===== config.mk =====
export PLATFORM = sky130hd
export DESIGN_NAME = hazard_ctrl
export DESIGN_NICKNAME = d
export VERILOG_FILES = /design/src/rtl/hazard_ctrl.sv
export SDC_FILE = /design/constraint.sdc
export NUM_CORES = 1
export LEC_CHECK = 0
export ABC_CLOCK_PERIOD_IN_PS = 3300
export CAP_MARGIN = 20
export CORE_ASPECT_RATIO = 0.8
export CORE_UTILIZATION = 25
export DETAILED_ROUTE_END_ITERATION = 10
export PLACE_DENSITY_LB_ADDON = 0.08
export SLEW_MARGIN = 30
export SYNTH_ARGS = -nofsm -noshare
export SYNTH_HDL_FRONTEND = slang
export SYNTH_SLANG_ARGS = --single-unit
export TNS_END_PERCENT = 30

===== constraint.sdc =====
create_clock -name clk -period 3.3 [get_ports clk]
set_input_delay 0.66 -clock clk [delete_from_list [all_inputs] [get_ports clk]]
set_output_delay 0.66 -clock clk [all_outputs]
set_load 0.05 [all_outputs]

===== src/rtl/hazard_ctrl.sv =====
// Hazard and forwarding controller for the 5-stage pipeline: load-use / interlock
// stalls, redirect flushes, EX operand forwarding and the data-memory wait FSM.
module hazard_ctrl #(
  parameter int REG_AW  = 5,
  parameter int MEM_LAT = 1,
  parameter int FWD_EN  = 1,
  parameter int CNT_W   = 16
) (
  input  logic              clk,
  input  logic              rst,
  input  logic [REG_AW-1:0] id_rs,
  input  logic [REG_AW-1:0] id_rt,
  input  logic              id_use_rs,
  input  logic              id_use_rt,
  input  logic [REG_AW-1:0] ex_rs,
  input  logic [REG_AW-1:0] ex_rt,
  input  logic [REG_AW-1:0] ex_rd,
  input  logic              ex_regwr,
  input  logic              ex_memrd,
  input  logic [REG_AW-1:0] mem_rd,
  input  logic              mem_regwr,
  input  logic              mem_memrd,
  input  logic              mem_memwr,
  input  logic              mem_redirect,
  input  logic [REG_AW-1:0] wb_rd,
  input  logic              wb_regwr,
  output logic              pc_wr,
  output logic              if2id_wr,
  output logic              if2id_flush,
  output logic              id2ex_flush,
  output logic              ex2mem_flush,
  output logic              frz,
  output logic [1:0]        fwd_a,
  output logic [1:0]        fwd_b,
  output logic [CNT_W-1:0]  stall_cycles,
  output logic [CNT_W-1:0]  flush_events
);

  localparam int CW = $clog2(MEM_LAT) + 1;
  localparam bit MULTI = (MEM_LAT > 1);
  localparam logic [CW-1:0] LOAD_VAL = MULTI ? CW'(MEM_LAT - 2) : '0;

  typedef enum logic {M_IDLE, M_WAIT} mstate_t;

  mstate_t          r_state;
  logic [CW-1:0]    r_cnt;
  logic [CNT_W-1:0] r_stall_cnt;
  logic [CNT_W-1:0] r_flush_cnt;

  logic              w_access;
  logic              w_frz;
  logic              w_lu;
  logic              w_il;
  logic              w_hz;
  logic [2:0]        w_il_hit;
  logic [REG_AW-1:0] w_prod_rd [3];
  logic [2:0]        w_prod_wr;
  logic [REG_AW-1:0] w_ex_src  [2];
  logic [1:0]        w_fwd     [2];

  assign w_access = mem_memrd | mem_memwr;
  assign w_frz = !rst && ((r_state == M_IDLE && w_access && MULTI) ||
                          (r_state == M_WAIT && r_cnt != '0));

  assign w_lu = ex_memrd && (ex_rd != '0) &&
                ((id_use_rs && ex_rd == id_rs) || (id_use_rt && ex_rd == id_rt));

  // Pure-interlock mode: any in-flight producer of a used ID source stalls.
  assign w_prod_rd[0] = ex_rd;
  assign w_prod_rd[1] = mem_rd;
  assign w_prod_rd[2] = wb_rd;
  assign w_prod_wr    = {wb_regwr, mem_regwr, ex_regwr};

  genvar gi;
  generate
    for (gi = 0; gi < 3; gi++) begin : g_il
      assign w_il_hit[gi] = w_prod_wr[gi] && (w_prod_rd[gi] != '0) &&
                            ((id_use_rs && w_prod_rd[gi] == id_rs) ||
                             (id_use_rt && w_prod_rd[gi] == id_rt));
    end
  endgenerate

  assign w_il = (FWD_EN == 0) && (|w_il_hit);
  assign w_hz = w_lu | w_il;

  assign w_ex_src[0] = ex_rs;
  assign w_ex_src[1] = ex_rt;

  // MEM result is younger than WB, so it wins when both match.
  generate
    for (gi = 0; gi < 2; gi++) begin : g_fwd
      always_comb begin
        w_fwd[gi] = 2'b00;
        if (FWD_EN != 0) begin
          if (mem_regwr && mem_rd != '0 && mem_rd == w_ex_src[gi])
            w_fwd[gi] = 2'b10;
          else if (wb_regwr && wb_rd != '0 && wb_rd == w_ex_src[gi])
            w_fwd[gi] = 2'b01;
        end
      end
    end
  endgenerate

  always_comb begin
    pc_wr        = 1'b1;
    if2id_wr     = 1'b1;
    if2id_flush  = 1'b0;
    id2ex_flush  = 1'b0;
    ex2mem_flush = 1'b0;
    fwd_a        = w_fwd[0];
    fwd_b        = w_fwd[1];
    if (rst) begin
      if2id_flush  = 1'b1;
      id2ex_flush  = 1'b1;
      ex2mem_flush = 1'b1;
      fwd_a        = 2'b00;
      fwd_b        = 2'b00;
    end else if (w_frz) begin
      pc_wr    = 1'b0;
      if2id_wr = 1'b0;
    end else if (mem_redirect) begin
      id2ex_flush  = 1'b1;
      ex2mem_flush = 1'b1;
    end else if (w_hz) begin
      pc_wr       = 1'b0;
      if2id_wr    = 1'b0;
      id2ex_flush = 1'b1;
    end
  end

  assign frz          = w_frz;
  assign stall_cycles = r_stall_cnt;
  assign flush_events = r_flush_cnt;

  always_ff @(posedge clk) begin
    if (rst) begin
      r_state     <= M_IDLE;
      r_cnt       <= '0;
      r_stall_cnt <= '0;
      r_flush_cnt <= '0;
    end else begin
      case (r_state)
        M_IDLE: begin
          if (w_access && MULTI) begin
            r_cnt   <= LOAD_VAL;
            r_state <= M_WAIT;
          end
        end
        M_WAIT: begin
          if (r_cnt != '0) r_cnt <= r_cnt - 1'b1;
          else r_state <= M_IDLE;
        end
        default: r_state <= M_IDLE;
      endcase
      if ((w_frz || (w_hz && !mem_redirect)) && r_stall_cnt != '1)
        r_stall_cnt <= r_stall_cnt + CNT_W'(1);
      if (mem_redirect && !w_frz && r_flush_cnt != '1)
        r_flush_cnt <= r_flush_cnt + CNT_W'(1);
    end
  end

endmodule


==> impl_results.md, run 1 <==
* Number of H-tree levels at 2
* CORE AREA at 7980 um2
* Synth warn at 0
* CP endpoint kind: output pin
* CTS Buffer Depth at 2
* Pre-CTS setup slack at -39.8 ps
* Hold crit path type: register to register
* Main synth FF type: dfxtp_1
* Clk slew on worst S/H paths at 70 ps
* EDFF count, synth at 0
* Starting Density at 25.9%
* FF+latch area at 641 um2
* CP startpoint kind: primary input
* DRT iter0 DRCs at 60
* Top Ports at 88
* Async SR Flop Fraction at 0%
* Pwr per Cell Area at 274 nW/um2
* RSZ-0062 raised after global routing: no
* First-pass detailed-route iteration total at 4
* Worst setup endpoint: fwd_b[0]
* Share of layout cells above drive strength 1 at 11.4%
* Syn_area_per_cell at 8.24 um2
* Sink Count at 32
* Mapped cell area at 2070 um2
* I/O Buffers at 83
* Cts bufs inserted at 5
* Grt ovf at 0
* Fin area at 3250 um2
* Fillers at 826
* Area share of the largest cell type after synthesis at 31.0%
* DR WL/cell at 12.8 um
* Minimum clock period at 3200 ps
* Width of the die at 104 um
* Hpwl dp at 4.47 mm
* CP Data Required Time at 2640 ps
* Reg2reg end: flush_events[13]$_SDFFE_PP0P_
* Proportion of synthesized chip area in sequential cells at 31.0%
* Post-synth cell types at 43
* DRT antenna net count at 0
* Largest area contributor in the netlist: dfxtp_1
* Post-CTS Hold Buffers at 0
* Dpl cells at 442
* Drt drc at 0
* Gpl congestion at 0.777
* LEAKAGE at 1.08 nW
* Maximum VDD drop at 0.147 mV
* Aggregate routed wire length at 5.75 mm
* Clk_lat worst skew at 280 ps
* Register-to-Register Path Depth at 6
* Setup WS post-layout at 99.2 ps
* Vias in the first global route at 1923
* Max_cap viols at 0
* First-pass GRT wire length at 9.46 mm
* Via count at 2044
* Critical Path AT at 2540 ps
* Pins Over Slew Limit at 0
* Die height at 83.4 um
* Root Driver: clkbuf_8
* Fmax at 312 MHz
* Die area at 8640 um2
* Setup bufs post-CTS at 0
* Crit path kind: primary input to output pin
* Syn nets at 299
* Area taken by multi-input logic gates at 1360 um2
* Crit-path max FO at 3
* RR Startpoint: flush_events[5]$_SDFFE_PP0P_
* Register-to-register setup slack at 970 ps
* GRT Overall Usage at 13.5%
* Initial antenna violation count at 0
* Flops & latches, synth at 32
* Final clock skew at 4.61 ps
* Placed Area at 3140 um2
* Largest net degree at the start of global routing at 38
* TritonCTS clock tree: done
* Worst slew margin at 40.5%
* Layout Cells excl Fill at 450
* Outcome: finished, final reports clean
* ANT cells at 0
* Synth Instances at 251
* Fin crit share at 97.0%
* Final hold vios at 0
* Std cell rows at 29
* Ranking of synthesized cells by area: dfxtp_1, xnor2_1, xor2_1
* P&R area growth vs syn at 56.9%
* CP startpoint: mem_rd[2]
* Fin nets at 389
* Vias/cell at 4.54
* # setup viols final at 0
* Measured slew at the worst slew-check pin at 890 ps
-- state kept, by name (all words and copies together), names as in the netlist --
signal        count
stall_cycles     16
flush_events     16
-- critical path, cell delays in order --
cell and delay (ps):
clkdlybuf4s50_1 460, or4_1 550, o21ai_1 230, nor3_1 90
nor4_1 270, buf_4 160, buf_12 120
-- logic make-up after synthesis --
logic type | synth area share [%]
simple gates | 30.7
buf+inv | 3.99
fa+ha+maj | 1.21
flops | 31.0
compound gates | 12.1
mux | 0.968
xor+xnor | 19.9
other cells | 0.181
-- synth_stat cells (2+ instances only) --
cell	instances
nor4_1	7
nor2b_1	3
xnor2_1	32
dfxtp_1	32
nand4_1	8
or4_1	7
a21oi_1	7
o21ai_1	2
and4_4	2
or3_1	8
nor2_1	28
inv_1	7
nand2_1	20
nand3_1	18
buf_4	4
o21ai_0	8
mux2i_1	2
clkbuf_1	4
xor2_1	15
ha_1	2
nor3_1	13
-- final cells by class --
type / instances / area share [%]
Clock buffer: 6 / 2.54
Tap cell: 108 / 4.16
Clock inverter: 2 / 0.308
Sequential cell: 32 / 19.7
Inverter: 7 / 0.810
Multi-Input combinational cell: 203 / 42.0
Timing Repair Buffer: 92 / 30.5
-- layout by cell type, fill, tap and decap left out, types with 2 or more instances in the layout --
cell type        count
a21oi_1              7
and4_4               2
buf_12               9
buf_4                9
clkbuf_8             6
clkdlybuf4s50_1     74
clkinv_2             2
dfxtp_1             32
ha_1                 2
inv_1                7
mux2i_1              2
nand2_1             20
nand3_1             18
nand4_1              8
nor2_1              28
nor2b_1              2
nor3_1              13
nor4_1               6
o21ai_0              7
o21ai_1              3
or3_1                8
or4_1                7
xnor2_1             32
xor2_1              15
-- how the worst min path moves through the flow --
stage | start | endpoint | slack, ps | cells after the start
floorplan | stall_cycles[11]$_SDFFE_PP0P_ | stall_cycles[11]$_SDFFE_PP0P_ | 730 | 2
global placement | stall_cycles[11]$_SDFFE_PP0P_ | stall_cycles[11]$_SDFFE_PP0P_ | 500 | 2
detailed placement | stall_cycles[11]$_SDFFE_PP0P_ | stall_cycles[11]$_SDFFE_PP0P_ | 530 | 2
CTS | stall_cycles[11]$_SDFFE_PP0P_ | stall_cycles[11]$_SDFFE_PP0P_ | 540 | 2
global route | flush_events[4]$_SDFFE_PP0P_ | flush_events[4]$_SDFFE_PP0P_ | 590 | 2
finish | stall_cycles[11]$_SDFFE_PP0P_ | stall_cycles[11]$_SDFFE_PP0P_ | 540 | 2
-- metrics by stage --
step / TNS, ps / total power, W / utilization, % / hold slack (ps)
2_1_floorplan: -490 / 0.000487 / - / 732
3_3_place_gp: -18.4 / 0.000584 / 39.4 / 504
3_5_place_dp: -42.9 / 0.000583 / 39.4 / 526
4_1_cts: 0 / 0.000903 / 40.5 / 537
5_1_grt: 0 / 0.000938 / 40.7 / 589
6_report: 0 / 0.000891 / 40.7 / 544
-- layer usage --
metal / track usage (%) / routed length, um / vias up / part of all wire, %
li1: - / - / 1066 / -
met1: 19.8 / 3060 / 929 / 53
met2: 19.8 / 2440 / 47 / 42
met3: 3.22 / 219 / 2 / 3.8
met4: 3.12 / 30 / 0 / 0.52
met5: 0 / 0 / - / 0
-- power breakdown --
part / switching, W / internal, W
logic: 0.0000858 / 0.0000969
registers: 0.00000303 / 0.000389
clock network: 0.000150 / 0.000167
total: 0.000238 / 0.000652
-- repair_timing --
| action | in CTS | in global routing |
|---|---|---|
| setup endpoints to repair | 2 | 1 |
| resized for setup | 1 | 2 |
| pin swaps | 0 | 1 |
(Power assumes the default switching activity.)
==> inputs of run 2 (changes only) <==
--- a/config.mk
+++ b/config.mk
@@ -7,7 +7,7 @@
 export LEC_CHECK = 0
 export ABC_CLOCK_PERIOD_IN_PS = 3300
 export CAP_MARGIN = 20
-export CORE_ASPECT_RATIO = 0.8
+export CORE_ASPECT_RATIO = 0.75
 export CORE_UTILIZATION = 25
 export DETAILED_ROUTE_END_ITERATION = 10
 export PLACE_DENSITY_LB_ADDON = 0.08
==> impl_results.md, run 2 (synthesis gave the netlist of run 1 again) <==
* Hpwl dp at 4.12 mm (-7.8%)
* First-pass GRT wire length at 8.58 mm (-9.3%)
* Crit path kind: primary input to output pin
* Root Driver: clkbuf_8
* Most frequent CP cell: or4_1
* Critical Path AT at 2600 ps (+60 ps)
* TritonCTS clock tree: done
* Fmax at 307 MHz (-1.7%)
* Gpl congestion at 0.743 (-4.4%)
* CTS Buffer Depth at 2 (unchanged)
* Critical path's top delay family: simple AND/OR/NAND/NOR gates
* CP startpoint kind: primary input
* Fin nets at 390 (+0.26%)
* Final hold vios at 0 (unchanged)
* DR WL/cell at 12.1 um (-5.2%)
* FF+latch area at 641 um2 (unchanged)
* Grt ovf at 0 (unchanged)
* Cts bufs inserted at 5 (unchanged)
* Crit-path max cell delay at 570 ps (+20 ps)
* Post-CTS Hold Buffers at 0 (unchanged)
* Starting Density at 26.0% (+0.098 points)
* Setup WS post-layout at 43.6 ps (-55.6 ps)
* Crit-path max FO at 3 (unchanged)
* Number of stages on the worst setup path at 6 (-1)
* DRT antenna net count at 0 (unchanged)
* Measured slew at the worst slew-check pin at 875 ps (-14.5 ps)
* Die area at 8640 um2 (about the same)
* Sink Count at 32 (unchanged)
* Share of layout cells above drive strength 1 at 11.7% (+0.26 points)
* First-pass detailed-route iteration total at 4 (unchanged)
* Placed Area at 3150 um2 (+0.12%)
* Pwr per Cell Area at 277 nW/um2 (+1.1%)
* Clk slew on worst S/H paths at 80 ps (about the same)
* CP endpoint kind: output pin
* Global-route layer with the greatest usage: met2
* Bufs and invs on worst path at 2 (-1)
* Met3 track demand over resource at 3.29% (+0.072 points)
* Final clock skew at 11.0 ps (+6.37 ps)
* Vias in the first global route at 1839 (-4.4%)
* Pins Over Slew Limit at 0 (unchanged)
* Initial antenna violation count at 0 (unchanged)
* ANT cells at 0 (unchanged)
* Worst hold slack at 531 ps (-12.8 ps)
* Crit path cell chain: clkdlybuf4s50_1 > or4_1 > o21ai_0 > or4_1 > nor4_2 > buf_12
* Via count at 2044 (unchanged)
* Std cell rows at 28 (-3.4%)
* Minimum clock period at 3260 ps (+55.6 ps)
* Leading cell type in the layout, fill and taps excluded: clkdlybuf4s50_1
* Number of H-tree levels at 2 (unchanged)
* P&R area growth vs syn at 57.5%
* Largest net degree at the start of global routing at 38 (unchanged)
* CP Data Required Time at 2640 ps (about the same)
* I/O Buffers at 83 (unchanged)
* Register-to-Register Path Depth at 6 (unchanged)
* Met2 usage at 18.8% (-1.1 points)
* Worst slew margin at 41.4% (+0.97 points)
* LEAKAGE at 1.11 nW (+2.2%)
* Leading cell types in the layout, fill and taps excluded: clkdlybuf4s50_1, xnor2_1, dfxtp_1
* Top Ports at 88 (unchanged)
* Outcome: finished, final reports clean
* Fillers at 831 (+0.61%)
* Die height at 80.8 um (-3.1%)
* Width of the die at 107 um (+3.2%)
* Fin crit share at 98.7% (+1.7 points)
* M1 GR Usage at 17.4% (-2.4 points)
* Fin area at 3260 um2 (+0.35%)
* DRT iter0 DRCs at 42 (-30%)
* Drt drc at 0 (unchanged)
* Max_cap viols at 0 (unchanged)
* Cell depth of the worst hold path at 2 (unchanged)
* Aggregate routed wire length at 5.42 mm (-5.6%)
* Maximum VDD drop at 0.194 mV (+32%)
* Final core occ at 41.0% (+0.30 points)
* CORE AREA at 7950 um2 (-0.38%)
* Pre-CTS setup slack at 63.0 ps (+103 ps)
* Area taken by multi-input logic gates at 1360 um2 (-0.37%)
* Clk_lat worst skew at 290 ps (about the same)
* Hold crit path type: register to register
* # setup viols final at 0 (unchanged)
* Vias/cell at 4.56 (+0.45%)
* GRT Overall Usage at 12.6% (-0.92 points)
* Slowest CP cell: or4_1
run 2: final cells by class:
class / count / area share, %
clock buffers: 6 / 2.54
clock inverters: 2 / 0.461
inverters: 7 / 0.807
multi-input cells: 203 / 41.7
flip-flops and latches: 32 / 19.7
well taps: 105 / 4.03
repair buffers: 93 / 30.8
run 2: timing repair:
action | 4_1_cts | 5_1_grt
buffers inserted | 0 | 0
gates resized for setup | 0 | 4
setup endpoints to repair | 0 | 2
run 2: metrics by stage:
stage	setup TNS, ps	power [W]	instances
detailed placement	0	0.000583	440
CTS	0	0.000919	448
finish	0	0.000904	448
global route	-22.8	0.000948	448
global placement	0	0.000584	440
floorplan	-490	0.000487	251
run 2: report_power, final:
part           switching [W]  internal (W)  total (W)
registers         0.00000344      0.000389   0.000392
logic              0.0000844     0.0000969   0.000181
clock network       0.000161      0.000169   0.000330
total               0.000249      0.000654   0.000904
run 2: final timing paths:
check | start | endpoint | slack [ps]
setup / recovery | wb_rd[1] | fwd_a[0] | 40
hold / removal | stall_cycles[11]$_SDFFE_PP0P_ | stall_cycles[11]$_SDFFE_PP0P_ | 530
hold reg to reg | stall_cycles[11]$_SDFFE_PP0P_ | stall_cycles[11]$_SDFFE_PP0P_ | 530
setup reg to reg | flush_events[3]$_SDFFE_PP0P_ | flush_events[13]$_SDFFE_PP0P_ | 980
run 2: tightest hold or removal path, delay by kind of cell, from the launching register on:
family	cells	cell delay (ps)
AOI/OAI and AO/OA	2	140
DFF	1	350
run 2: metal layers:
| metal | wire length, um | vias up |
|---|---|---|
| li1 | - | 1063 |
| met1 | 2810 | 920 |
| met2 | 2250 | 54 |
| met3 | 289 | 7 |
| met4 | 68 | 0 |
| met5 | 0 | - |
==> inputs of run 3 (changes only) <==
--- a/config.mk
+++ b/config.mk
@@ -7,7 +7,7 @@
 export LEC_CHECK = 0
 export ABC_CLOCK_PERIOD_IN_PS = 3300
 export CAP_MARGIN = 20
-export CORE_ASPECT_RATIO = 0.75
+export CORE_MARGIN = 5
 export CORE_UTILIZATION = 25
 export DETAILED_ROUTE_END_ITERATION = 10
 export PLACE_DENSITY_LB_ADDON = 0.08
@@ -15,4 +15,4 @@
 export SYNTH_ARGS = -nofsm -noshare
 export SYNTH_HDL_FRONTEND = slang
 export SYNTH_SLANG_ARGS = --single-unit
-export TNS_END_PERCENT = 30
+export TNS_END_PERCENT = 10
==> impl_results.md, run 3 (synthesis gave the netlist of run 1 again) <==
* Outcome: finished, final reports clean
* Minimum clock period at 3160 ps (-101 ps)
* Setup bufs post-CTS at 0 (unchanged)
* Vias/cell at 4.66 (+2.1%)
* GRT Overall Usage at 12.1% (-0.48 points)
* Switching part of the total at 28.0% (+0.39 points)
* CTS Buffer Depth at 2 (unchanged)
* DRT iter0 DRCs at 75 (+79%)
* FF+latch area at 641 um2 (unchanged)
* Cell depth of the worst hold path at 2 (unchanged)
* Leading cell types in the layout, fill and taps excluded: clkdlybuf4s50_1, xnor2_1, dfxtp_1
* First-pass GRT wire length at 9.97 mm (+16%)
* CP endpoint kind: output pin
* Setup_tns at 0 ps (unchanged)
* Resize count post-CTS at 0 (unchanged)
* Hpwl dp at 4.76 mm (+15%)
* Root Driver: clkbuf_8
* Pwr per Cell Area at 273 nW/um2 (-1.5%)
* Fin nets at 389 (-0.26%)
* Setup WS post-layout at 144 ps (+101 ps)
* Via count at 2082 (+1.9%)
* Pre-CTS setup slack at 14.1 ps (-48.8 ps)
* Max_cap viols at 0 (unchanged)
* # setup viols final at 0 (unchanged)
* Clk slew on worst S/H paths at 70 ps (about the same)
* Die height at 101 um (+25%)
* Clk_lat worst skew at 290 ps (about the same)
* Std cell rows at 33 (+18%)
* Width of the die at 101 um (-5.7%)
* CP Data Required Time at 2640 ps (about the same)
* Aggregate routed wire length at 6.03 mm (+11%)
* Number of H-tree levels at 2 (unchanged)
* Register-to-register setup slack at 990 ps (about the same)
* Pins Over Slew Limit at 0 (unchanged)
* ANT cells at 0 (unchanged)
* Seq pwr share at 44.5% (+1.1 points)
* Hold worst-path end: stall_cycles[11]$_SDFFE_PP0P_
* Cell-internal power at 0.000635 W (-3.0%)
* Vias in the first global route at 2051 (+12%)
* Crit-path max FO at 3 (unchanged)
* Crit path kind: primary input to output pin
* Fmax at 317 MHz (+3.2%)
* HP Start: stall_cycles[11]$_SDFFE_PP0P_
* Critical Path AT at 2500 ps (-100 ps)
* LEAKAGE at 1.07 nW (-3.1%)
* Gpl congestion at 0.785 (+5.6%)
* Fin crit share at 95.6% (-3.1 points)
* CORE AREA at 8130 um2 (+2.3%)
* I/O Buffers at 83 (unchanged)
* TritonCTS clock tree: done
* Reg2reg end: flush_events[13]$_SDFFE_PP0P_
* Grt ovf at 0 (unchanged)
* Leading cell type in the layout, fill and taps excluded: clkdlybuf4s50_1
* Area taken by multi-input logic gates at 1350 um2 (-0.46%)
* DR WL/cell at 13.5 um (+11%)
* RR Startpoint: flush_events[3]$_SDFFE_PP0P_
* Fillers at 860 (+3.5%)
* Power share of the combinational group at 20.5% (+0.4 points)
* CP startpoint kind: primary input
* Cts bufs inserted at 5 (unchanged)
* RSZ-0062 raised after global routing: no
* Worst hold slack at 542 ps (+10.3 ps)
* Drt drc at 0 (unchanged)
* P_sw at 0.000247 W (-1.1%)
* Die area at 10200 um2 (+18%)
* First-pass detailed-route iteration total at 4 (unchanged)
* Post-CTS Hold Buffers at 0 (unchanged)
* Clock share of power at 35.1% (-1.5 points)
* Register-to-Register Path Depth at 6 (unchanged)
* Initial antenna violation count at 0 (unchanged)
* Starting Density at 25.4% (-0.58 points)
* P&R area growth vs syn at 56.0%
* Measured slew at the worst slew-check pin at 876 ps (+0.359 ps)
* Top Ports at 88 (unchanged)
* Largest net degree at the start of global routing at 38 (unchanged)
* Worst slew margin at 41.4% (about the same)
* Share of layout cells above drive strength 1 at 10.8% (-0.84 points)
* Maximum VDD drop at 0.127 mV (-34%)
* DRT antenna net count at 0 (unchanged)
* Sink Count at 32 (unchanged)
* Final clock skew at 11.6 ps (+0.662 ps)
* Final hold vios at 0 (unchanged)
* Hold crit path type: register to register
## run 3: critical path: stages
cell and delay (ps):
clkdlybuf4s50_1 430, or4_1 520, o21ai_1 220, nor3_1 100, nor4_2 380, buf_12 180
## run 3: final cells by class
| class | instances | share of cell area (%) |
|---|---|---|
| clock inverter | 2 | 0.504 |
| timing repair buffer | 92 | 30.6 |
| sequential | 32 | 19.9 |
| multi-input combinational | 203 | 41.9 |
| tap | 105 | 4.07 |
| inverter | 7 | 0.814 |
| clock buffer | 6 | 2.25 |
## run 3: per-stage QoR
stage               utilization, %  total power (W)  std cells  area, um2
floorplan                        -         0.000487        251       2070
global placement              38.6         0.000584        439       3140
detailed placement            38.6         0.000584        439       3140
CTS                           39.7         0.000904        447       3230
global route                  39.7         0.000933        447       3230
finish                        39.7         0.000882        447       3230
## run 3: worst max path at each step
stage	start	to	slack [ps]
6_report	mem_rd[2]	fwd_a[0]	140
2_1_floorplan	mem_rd[1]	fwd_b[0]	-490
5_1_grt	mem_rd[2]	fwd_a[0]	30
3_5_place_dp	mem_rd[2]	fwd_a[0]	10
3_3_place_gp	mem_rd[2]	fwd_a[0]	-0.7
4_1_cts	mem_rd[2]	fwd_a[0]	10
## run 3: power groups by stage
stage	Sequential (W)	Clock (W)	Combinational, W
finish	0.000392	0.000309	0.000180
global route	0.000392	0.000345	0.000196
CTS	0.000392	0.000328	0.000183
detailed placement	0.000401	0	0.000183
global placement	0.000401	0	0.000183
floorplan	0.000410	0	0.0000767
## run 3: metal layers
metal / wire, um / track usage [%]
met3: 461 / 4.50
met5: 0 / 0
met1: 2790 / 15.7
met2: 2720 / 19.0
met4: 60 / 3.37
